$ cat src/rtl/eyeriss_glb_multicast.sv
// GLB-to-PE-row multicast feeder: buffers tagged GLB words in a small FIFO and
// replays them onto the shared map/filter/psum buses with one-cycle id strobes.
module eyeriss_glb_multicast #(
    parameter int DW    = 16,
    parameter int IDW   = 8,
    parameter int DEPTH = 4,
    parameter int CW    = 12
) (
    input  logic           CLK,
    input  logic           clr,
    input  logic           cfg_start,
    input  logic [CW-1:0]  cfg_total,
    input  logic           in_valid,
    output logic           in_ready,
    input  logic [DW-1:0]  in_data,
    input  logic [1:0]     in_kind,
    input  logic [IDW-1:0] in_id,
    input  logic           stall,
    output logic [DW-1:0]  map,
    output logic [DW-1:0]  filter,
    output logic [DW-1:0]  psum_glb,
    output logic [IDW-1:0] id_out,
    output logic           getdata_fil,
    output logic           getdata_map,
    output logic           getdata_psum,
    output logic           busy,
    output logic           done,
    output logic           err_kind
);

    localparam int AW   = $clog2(DEPTH);
    localparam int CNTW = AW + 1;

    typedef struct packed {
        logic [1:0]     kind;
        logic [IDW-1:0] id;
        logic [DW-1:0]  data;
    } word_t;

    typedef enum logic [1:0] {IDLE, RUN, FIN} state_t;

    state_t          state;
    word_t           mem [DEPTH];
    logic [AW-1:0]   wr_ptr, rd_ptr;
    logic [CNTW-1:0] count;
    logic [CW-1:0]   budget, acc_cnt, del_cnt;
    logic            full, empty, push, pop, last_del;
    word_t           head;

    assign full     = (count == CNTW'(DEPTH));
    assign empty    = (count == '0);
    assign in_ready = (state == RUN) && !full && (acc_cnt < budget);
    assign push     = in_valid && in_ready;
    assign pop      = (state == RUN) && !stall && !empty;
    assign head     = mem[rd_ptr];
    // del_cnt < budget whenever a pop happens, so the +1 never overflows CW bits
    assign last_del = ((del_cnt + CW'(1)) == budget);
    assign busy     = (state == RUN);

    always_ff @(posedge CLK) begin
        if (push) mem[wr_ptr] <= '{kind: in_kind, id: in_id, data: in_data};
    end

    always_ff @(posedge CLK or negedge clr) begin
        if (!clr) begin
            state        <= IDLE;
            wr_ptr       <= '0;
            rd_ptr       <= '0;
            count        <= '0;
            budget       <= '0;
            acc_cnt      <= '0;
            del_cnt      <= '0;
            map          <= '0;
            filter       <= '0;
            psum_glb     <= '0;
            id_out       <= '0;
            getdata_fil  <= 1'b0;
            getdata_map  <= 1'b0;
            getdata_psum <= 1'b0;
            done         <= 1'b0;
            err_kind     <= 1'b0;
        end else begin
            getdata_fil  <= 1'b0;
            getdata_map  <= 1'b0;
            getdata_psum <= 1'b0;
            done         <= 1'b0;

            if (push) begin
                wr_ptr  <= wr_ptr + AW'(1);
                acc_cnt <= acc_cnt + CW'(1);
            end

            if (pop) begin
                rd_ptr  <= rd_ptr + AW'(1);
                del_cnt <= del_cnt + CW'(1);
                unique case (head.kind)
                    2'd0: begin filter   <= head.data; id_out <= head.id; getdata_fil  <= 1'b1; end
                    2'd1: begin map      <= head.data; id_out <= head.id; getdata_map  <= 1'b1; end
                    2'd2: begin psum_glb <= head.data; id_out <= head.id; getdata_psum <= 1'b1; end
                    // reserved kind is consumed silently so the budget still completes
                    default: err_kind <= 1'b1;
                endcase
            end

            unique case ({push, pop})
                2'b10:   count <= count + CNTW'(1);
                2'b01:   count <= count - CNTW'(1);
                default: count <= count;
            endcase

            unique case (state)
                IDLE: begin
                    if (cfg_start) begin
                        if (cfg_total == '0) begin
                            done <= 1'b1;
                        end else begin
                            budget  <= cfg_total;
                            acc_cnt <= '0;
                            del_cnt <= '0;
                            state   <= RUN;
                        end
                    end
                end
                RUN: begin
                    if (pop && last_del) state <= FIN;
                end
                // done becomes visible the cycle after the final strobe
                FIN: begin
                    done  <= 1'b1;
                    state <= IDLE;
                end
                default: state <= IDLE;
            endcase
        end
    end

endmodule

$ cat config.mk
export PLATFORM = sky130hd
export DESIGN_NAME = eyeriss_glb_multicast
export DESIGN_NICKNAME = d
export VERILOG_FILES = /design/src/rtl/eyeriss_glb_multicast.sv
export SDC_FILE = /design/constraint.sdc
export NUM_CORES = 1
export LEC_CHECK = 0
export ABC_AREA = 1
export BUFFER_PORTS_ARGS = -buffer_cell sky130_fd_sc_hd__buf_2
export CELL_PAD_IN_SITES_DETAIL_PLACEMENT = 1
export CELL_PAD_IN_SITES_GLOBAL_PLACEMENT = 1
export CORE_UTILIZATION = 46
export CTS_CLUSTER_SIZE = 30
export DETAILED_ROUTE_END_ITERATION = 7
export PLACE_DENSITY = 0.77
export SYNTH_ARGS = -nofsm -noshare
export SYNTH_HDL_FRONTEND = slang
export SYNTH_SLANG_ARGS = --single-unit
$ cat constraint.sdc
create_clock -name CLK -period 4.15 [get_ports CLK]
set_input_delay 1.0375 -clock CLK [delete_from_list [all_inputs] [get_ports CLK]]
set_output_delay 1.0375 -clock CLK [all_outputs]
set_load 0.02 [all_outputs]
==> results of run 1 <==
[state kept, by name, indices dropped and copies added (netlist names), 3 cells and up]
signal and flops:
mem 104, filter 16, map 16, psum_glb 16, acc_cnt 12, budget 12
del_cnt 12, id_out 8, count 3
[report_power, final]
part / switching [W] / leakage [nW] / internal (W) / total, W
Sequential: 0.000401 / 2.23 / 0.00289 / 0.00329
Combinational: 0.00231 / 2.08 / 0.00115 / 0.00346
Clock: 0.000807 / 0.380 / 0.00125 / 0.00206
Total: 0.00352 / 4.69 / 0.00529 / 0.00881
[logic make-up after synthesis]
group,count (synthesis)
xor+xnor,12
compound gates,151
buf+inv,98
flops,210
simple gates,322
fa+ha+maj,19
mux,32
[how the worst max path moves through the flow]
stage | slack (ns) | to | start
3_5_place_dp | 0.99 | mem[3][23] | acc_cnt[7]
6_report | 1.04 | mem[3][19] | acc_cnt[7]
2_1_floorplan | 1.18 | mem[0][0] | acc_cnt[11]
3_3_place_gp | 1.11 | mem[3][23] | acc_cnt[7]
5_1_grt | 0.84 | mem[3][20] | acc_cnt[7]
4_1_cts | 0.96 | mem[3][20] | acc_cnt[5]
[final cells by class]
cell class,instances,area [µm²]
Fill cell,2130,8740
Sequential cell,210,5780
Multi-Input combinational cell,536,2950
Clock buffer,31,667
Timing Repair Buffer,117,631
Tap cell,265,332
Inverter,68,258
Clock inverter,10,108
[through the flow]
stage | setup WS [ns] | power, W | instance area [µm²]
after floorplan | 1.18 | 0.00562 | 9120
after CTS | 0.964 | 0.00888 | 10700
final | 1.04 | 0.00881 | 10700
after global placement | 1.11 | 0.00660 | 9950
after detailed placement | 0.991 | 0.00678 | 9950
after global routing | 0.837 | 0.00936 | 10700
[cell usage in the layout, fill, tap and decap left out, types with 15 or more instances in the layout]
master,n
o21ai_0,94
edfxtp_1,104
ha_1,18
o22ai_1,16
nand3_1,25
a21oi_1,17
buf_2,104
inv_1,64
nand2_1,158
clkbuf_16,24
dfrtp_1,106
nor2_1,112
mux2_4,15
[layer usage]
metal / routed length [µm] / vias up / track usage
met3: 820 / 30 / 0.0285
met5: 0 / - / 0
met2: 11200 / 135 / 0.398
met1: 10100 / 3189 / 0.304
met4: 390 / 0 / 0.0617
li1: - / 3085 / -
[worst reg2reg max path, delay by kind of cell (launching register included)]
family                   cells  cell delay [ns]
adder cells (fa/ha/maj)      1             0.32
flip-flops                   1             0.44
buffers and inverters        2             0.44
AO/OA/AOI/OAI                1             0.17
AND/OR/NAND/NOR              5             1.42
==> impl_metrics.tcl, run 1 <==
set metrics [dict create \
    relSlewSlack 0.574 \
    peakVddDrop_uv 748 \
    hold_path_end "done" \
    grt_pass1_vias 6750 \
    routedWlPerCell_um 18.1 \
    fin_util 0.551 \
    grt_max_degree 65 \
    synth_mux_area_frac 0.0457 \
    drt-pass1-iter-count 4 \
    clk_pin_slew_ns 0.06 \
    rsz0062_at_grt "no" \
    status "complete, no violations" \
    synthAdderAreaFrac 0.0269 \
    synth-edff-count 104 \
    diodes 0 \
    synth_area_mm2 0.00912 \
    reg2reg_from "acc_cnt[7]" \
    drtAntennaViolNets 0 \
    path_depth 9 \
    gp_congestion 0.807 \
    grt_usage 0.229 \
    post-synth-top-count-cell "nand2_1" \
    clock-skew-final_ns 0.0109 \
    grt_pass1_wl_mm 35.6 \
    cts_buffers 23 \
    tns_ns 0 \
    clock-sinks 210 \
    p_leak_nw 4.69 \
    synthTopCellsByArea "edfxtp_1 34%, dfrtp_1 29%, nand2_1 6.5%" \
    hold_viol 0 \
    portBuffers 105 \
    drcViolationCount 0 \
    rows 51 \
    r2r_cells 9 \
    dp_cells 1196 \
    arrival_ns 3.29 \
    yosys-top-cells-count "158 x nand2_1, 116 x nor2_1, 106 x dfrtp_1" \
    path_max_fanout 16 \
    drt-total-wl_mm 22.4 \
    rr_endpoint "mem[3][19]" \
    fp.dieArea_mm2 0.0204 \
    cts_resized 0 \
    crit_top_cell "nand2_1" \
    grt.overflow.total 0 \
    layout-drive-gt1-share 0.207 \
    r2r_slack_ns 1.04 \
    synth_compound_area_frac 0.0922 \
    hold_slack_ns 0.447 \
    synthSimpleGateAreaFrac 0.146 \
    nNetsFinal 1018 \
    clock_path_buffers 3 \
    io_pins 106 \
    syn-num-nets 906 \
    start_util 0.469 \
    instances_no_fill 1237 \
    post_cts_buffers 0 \
    die_h_um 143 \
    synth-xor-area-share 0.0115 \
    synth_cell_types 40 \
    cp.required_ns 4.33 \
    synth_seq_cells 210 \
    clock_latency_ns 0.51 \
    ys.warnings.count 0 \
    yosys.area.top_type "edfxtp_1" \
    vias 6439 \
    place_hpwl_mm 15.1 \
    fin_crit_ns 3.11 \
    die_w_um 143 \
    core_area_mm2 0.0195 \
    path_buf_inv 2 \
    area_growth_pct 17.6 \
    ys_async_sr_fraction 0.505 \
    startpoint_type "register" \
    cts_tree "done" \
    cts_hold_buf 0 \
    cts_root_buf "clkbuf_16" \
    fmax_ghz 0.322 \
    holdCritStartpoint "state[0]" \
    hp-class "register to register" \
    htree_levels 1 \
    tightest_slew_ns 0.639 \
    yosysTopAreaCellShare 0.342 \
    drv_slew 0 \
    p_per_area_mw_per_mm2 822 \
    holdPathStages 1 \
    drv_cap 0 \
    cp_slowest_cell "nor2_2" \
    ys_seq_area_frac 0.633 \
    syn_area_per_cell_um2 10.8 \
    crit_family "simple AND/OR/NAND/NOR gates" \
    initialDrtViolationCount 438 \
    min_period_over_period 0.749 \
    synth_top_family_by_area "simple AND/OR/NAND/NOR gates" \
    setup_viol 0 \
    postSynthCellCount 844 \
    antenna_found_initial 0 \
    end_kind "register" \
    via_per_inst 5.21 \
    crit_type "register to register" \
    synth_flop_cell "dfrtp_1" \
    worstPathCellList "ha_1 -> nand2_1 -> inv_1 -> nand2_1 -> nand2_1 -> a21oi_1 -> nand4_1 -> nor2_2 -> buf_4" \
    slowest_delay_ns 0.72 \
]
Power figures use the tool's default switching activity.
==> inputs of run 2 (changes only) <==
- clock period: 4.15 -> 3 ns (I/O delays scaled with it)
==> run 2 against run 1 <==
  * Non-clock buffer count increased by 6
  * Final area about the same
  * Sequential share of layout area barely moved
  * Combinational power increased by 42%
  * Critical path depth grew 1
  * Setup slack got worse by 0.92 ns
  * Cell count increased by 0.49%
  * Hold slack worse by 0.28 ns
  * Clock skew fell by 0.0021 ns
  * Clock power is 29% higher
  * Largest cell class unchanged
  * Largest power group unchanged
  * Highest routed layer unchanged
==> impl_metrics.tcl, run 2 (synthesis gave the netlist of run 1 again) <==
set metrics [dict create \
    status "complete, no violations" \
    portBuffers 105 \
    die_w_um 143 \
    end_kind "primary output" \
    cts_buffers 23 \
    tns_ns 0 \
    routedWlPerCell_um 18.8 \
    crit_path_start "budget[5]" \
    start_util 0.469 \
    core_area_mm2 0.0195 \
    cts_hold_buf 0 \
    hold_viol 0 \
    intPower_w 0.00718 \
    drv_cap 0 \
    clock_latency_ns 0.51 \
    grt.overflow.total 0 \
    drtAntennaViolNets 0 \
    clk_pin_slew_ns 0.06 \
    worstSetupEndpoint "in_ready" \
    rsz0062_at_grt "no" \
    clock-skew-final_ns 0.00876 \
    swShare 0.408 \
    pwr-share-clk 0.219 \
    fp.dieArea_mm2 0.0204 \
    power_w 0.0121 \
    relSlewSlack 0.629 \
    regArea_mm2 0.00578 \
    htree_levels 1 \
    n_fill_cell 2126 \
    r2r_cells 11 \
    fmax_ghz 0.347 \
    min_period_over_period 0.961 \
    final_cell_mix "158 x nand2_1, 111 x nor2_1, 106 x dfrtp_1" \
    dp_slack_ns 0.497 \
    initialDrtViolationCount 262 \
    drt-total-wl_mm 23.4 \
    area_growth_pct 17.6 \
    layout-drive-gt1-share 0.213 \
    drt-pass1-iter-count 4 \
    clock-sinks 210 \
    multi_input_area_mm2 0.00296 \
    clock_path_buffers 3 \
    path_max_fanout 3 \
    diodes 0 \
    fin_ws_ns 0.118 \
    grt_pass1_wl_mm 36.7 \
    startpoint_type "register" \
    cts_root_buf "clkbuf_16" \
    fin_util 0.551 \
    drcViolationCount 0 \
    grt_usage 0.238 \
    final_common_cell "nand2_1" \
    nNetsFinal 1024 \
    p_leak_nw 4.69 \
    largest_register "mem" \
    cp.required_ns 2.25 \
    tightest_slew_ns 0.557 \
    reg2reg_from "budget[5]" \
    vias 6544 \
    die_h_um 143 \
    antenna_found_initial 0 \
    peakVddDrop_uv 673 \
    drv_slew 0 \
    grt_pass1_vias 6790 \
    fin_crit_ns 2.88 \
    r2r_slack_ns 0.44 \
    crit_type "register to primary output" \
    largest_register_ffs 104 \
    p_sw_w 0.00494 \
    rr_endpoint "mem[1][23]" \
    arrival_ns 2.13 \
    pwr-share-comb 0.405 \
    cts_tree "done" \
    post_dp_cell_area_mm2 0.0100 \
    hp-class "input port to async pin" \
    place_hpwl_mm 15.3 \
    setup_viol 0 \
    gp_congestion 0.799 \
    p_per_area_mw_per_mm2 1130 \
    via_per_inst 5.26 \
    design_area_mm2 0.0107 \
    pwr-share-seq 0.376 \
    grt_max_degree 52 \
    io_pins 106 \
    rows 51 \
]
[run 2: worst min-delay path by stage]
stage	start	endpoint
final	clr	del_cnt[2]
after detailed placement	state[0]	done
after global placement	state[0]	done
after floorplan	state[0]	done
after CTS	clr	budget[4]
after global routing	clr	budget[4]
[run 2: power by group through the flow]
stage / Clock (W) / Sequential [W] / Combinational, W
2_1_floorplan: 0 / 0.00492 / 0.00286
3_3_place_gp: 0 / 0.00454 / 0.00463
3_5_place_dp: 0 / 0.00459 / 0.00485
4_1_cts: 0.00269 / 0.00455 / 0.00494
5_1_grt: 0.00279 / 0.00464 / 0.00543
6_report: 0.00265 / 0.00456 / 0.00491
[run 2: final cells by class]
| cell class | instances | area share |
|---|---|---|
| Tap cell | 265 | 0.0309 |
| Timing Repair Buffer | 123 | 0.0644 |
| Sequential cell | 210 | 0.539 |
| Clock inverter | 14 | 0.00898 |
| Inverter | 68 | 0.0240 |
| Clock buffer | 27 | 0.0569 |
| Multi-Input combinational cell | 536 | 0.276 |
[run 2: metal layers]
metal | vias up | part of all wire | track usage | wire [µm]
li1 | 3094 | - | - | -
met1 | 3273 | 0.45 | 0.317 | 10500
met2 | 138 | 0.49 | 0.406 | 11400
met3 | 39 | 0.037 | 0.0305 | 861
met4 | 0 | 0.026 | 0.0753 | 607
met5 | - | 0 | 0 | 0
[run 2: timing repair]
action / in CTS / in global routing
setup buffers: 0 / 1
endpoints found under the setup margin: 0 / 1
resized for setup: 0 / 4
[run 2: critical path: stages, from the launching register on]
cell and delay (ns):
dfrtp_1 0.39, inv_1 0.13, ha_1 0.27, nand2_1 0.08, nand2_1 0.06, nand2_1 0.08, nand2_1 0.11, a21oi_2 0.18
nand2_1 0.09, nor2_2 0.10, buf_4 0.15
[run 2: stage by stage]
step / hold WS [ns] / cells
2_1_floorplan: 0.420 / 844
3_3_place_gp: 0.429 / 1201
3_5_place_dp: 0.438 / 1201
4_1_cts: 0.172 / 1242
5_1_grt: 0.189 / 1243
6_report: 0.162 / 1243
==> inputs of run 3 (changes only) <==
- MAX_ROUTING_LAYER: not set -> met4
==> run 3 against run 2 <==
  * Fmax rose by 0.24%
  * Count of clock-buffer cells in the layout unchanged
  * Final area stayed put
  * Total power barely moved
  * Clock power is essentially flat
  * Utilization did not move
  * Sequential power about the same
  * Combinational power is essentially flat
  * Largest cell class unchanged
==> impl_metrics.tcl, run 3 (synthesis gave the netlist of run 1 again) <==
set metrics [dict create \
    status "complete, no violations" \
    antenna_found_initial 0 \
    layout-drive-gt1-share 0.213 \
    diodes 0 \
    relSlewSlack 0.627 \
    tightest_slew_ns 0.559 \
    cts_tree "done" \
    fp.dieArea_mm2 0.0204 \
    drv_slew 0 \
    dp_cells 1201 \
    fin_ws_ns 0.125 \
    vias 6553 \
    min_period_over_period 0.958 \
    dp_slack_ns 0.497 \
    largest_register_ffs 104 \
    grt_pass1_wl_mm 36.8 \
    drv_cap 0 \
    p_per_area_mw_per_mm2 1130 \
    startpoint_type "register" \
    drt-total-wl_mm 23.4 \
    core_area_mm2 0.0195 \
    peakVddDrop_uv 668 \
    arrival_ns 2.13 \
    clock_latency_ns 0.51 \
    instances_no_fill 1243 \
    grt_pass1_vias 6771 \
    clock-sinks 210 \
    grt.overflow.total 0 \
    grt_max_degree 52 \
    hold_viol 0 \
    cts_hold_buf 0 \
    nNetsFinal 1024 \
    via_per_inst 5.27 \
    crit_type "register to primary output" \
    cts_root_buf "clkbuf_16" \
    end_kind "primary output" \
    cp.required_ns 2.25 \
    path_max_fanout 3 \
    portBuffers 105 \
    drt-pass1-iter-count 4 \
    n_fill_cell 2126 \
    clk_pin_slew_ns 0.06 \
    rsz0062_at_grt "no" \
    io_pins 106 \
    hp-class "input port to async pin" \
    routedWlPerCell_um 18.8 \
    largest_register "mem" \
    clock-skew-final_ns 0.00896 \
    grt_usage 0.246 \
    setup_viol 0 \
    final_common_cell "nand2_1" \
    rows 51 \
    area_growth_pct 17.6 \
    fin_crit_ns 2.88 \
    p_leak_nw 4.69 \
    power_w 0.0121 \
    die_h_um 143 \
    fmax_ghz 0.348 \
    final_cell_mix "158 x nand2_1, 111 x nor2_1, 106 x dfrtp_1" \
    die_w_um 143 \
    htree_levels 1 \
    cts_buffers 23 \
    tns_ns 0 \
    initialDrtViolationCount 273 \
    gp_congestion 0.811 \
    drtAntennaViolNets 0 \
    place_hpwl_mm 15.3 \
    clock_path_buffers 3 \
    drcViolationCount 0 \
    start_util 0.469 \
]
[run 3: through the flow]
step                      instance area, µm²  hold WS, ns  utilization
after floorplan                         9120        0.420            -
after global placement                 10000        0.429        0.514
after detailed placement               10000        0.438        0.514
after CTS                              10700        0.172        0.550
after global routing                   10700        0.190        0.551
final                                  10700        0.165        0.551
[run 3: final timing paths]
check,from,to,slack [ns],cells past startpoint
max in group asynchronous,clr,wr_ptr[1],2.23,2
worst max register to register,budget[5],mem[1][23],0.45,11
worst max-delay path,budget[5],in_ready,0.12,10
worst min-delay path,clr,del_cnt[2],0.17,1
min in group CLK,state[0],done,0.44,1
worst min register to register,state[0],done,0.44,1
[run 3: area by class of cell]
type / instances / area (µm²) / area share
sequential: 210 / 5780 / 0.539
multi-input combinational: 536 / 2960 / 0.276
timing repair buffer: 123 / 691 / 0.0644
clock buffer: 27 / 611 / 0.0569
tap: 265 / 332 / 0.0309
inverter: 68 / 258 / 0.0240
clock inverter: 14 / 96.3 / 0.00898
[run 3: timing repair]
| item | 4_1_cts | 5_1_grt |
|---|---|---|
| setup buffers | 0 | 1 |
| hold endpoints to repair | 0 | 0 |
| endpoints found under the setup margin | 0 | 1 |
| gates resized for setup | 0 | 4 |
[run 3: worst max-delay path: stages (launching register included)]
cell,delay [ns]
dfrtp_1,0.39
inv_1,0.13
ha_1,0.27
nand2_1,0.08
nand2_1,0.06
nand2_1,0.08
nand2_1,0.10
a21oi_2,0.18
nand2_1,0.08
nor2_2,0.10
buf_4,0.15
[run 3: where the power goes]
group          internal [W]  switching [W]
Clock               0.00153        0.00111
Combinational       0.00164        0.00327
Sequential          0.00400       0.000552
[run 3: layer usage]
metal  vias up  global-route usage  part of all wire
li1       3097                   -                 -
met5         -                   -                 0
met1      3266               0.319              0.45
met3        44              0.0292             0.039
met4         0              0.0753             0.028
met2       146               0.406              0.48
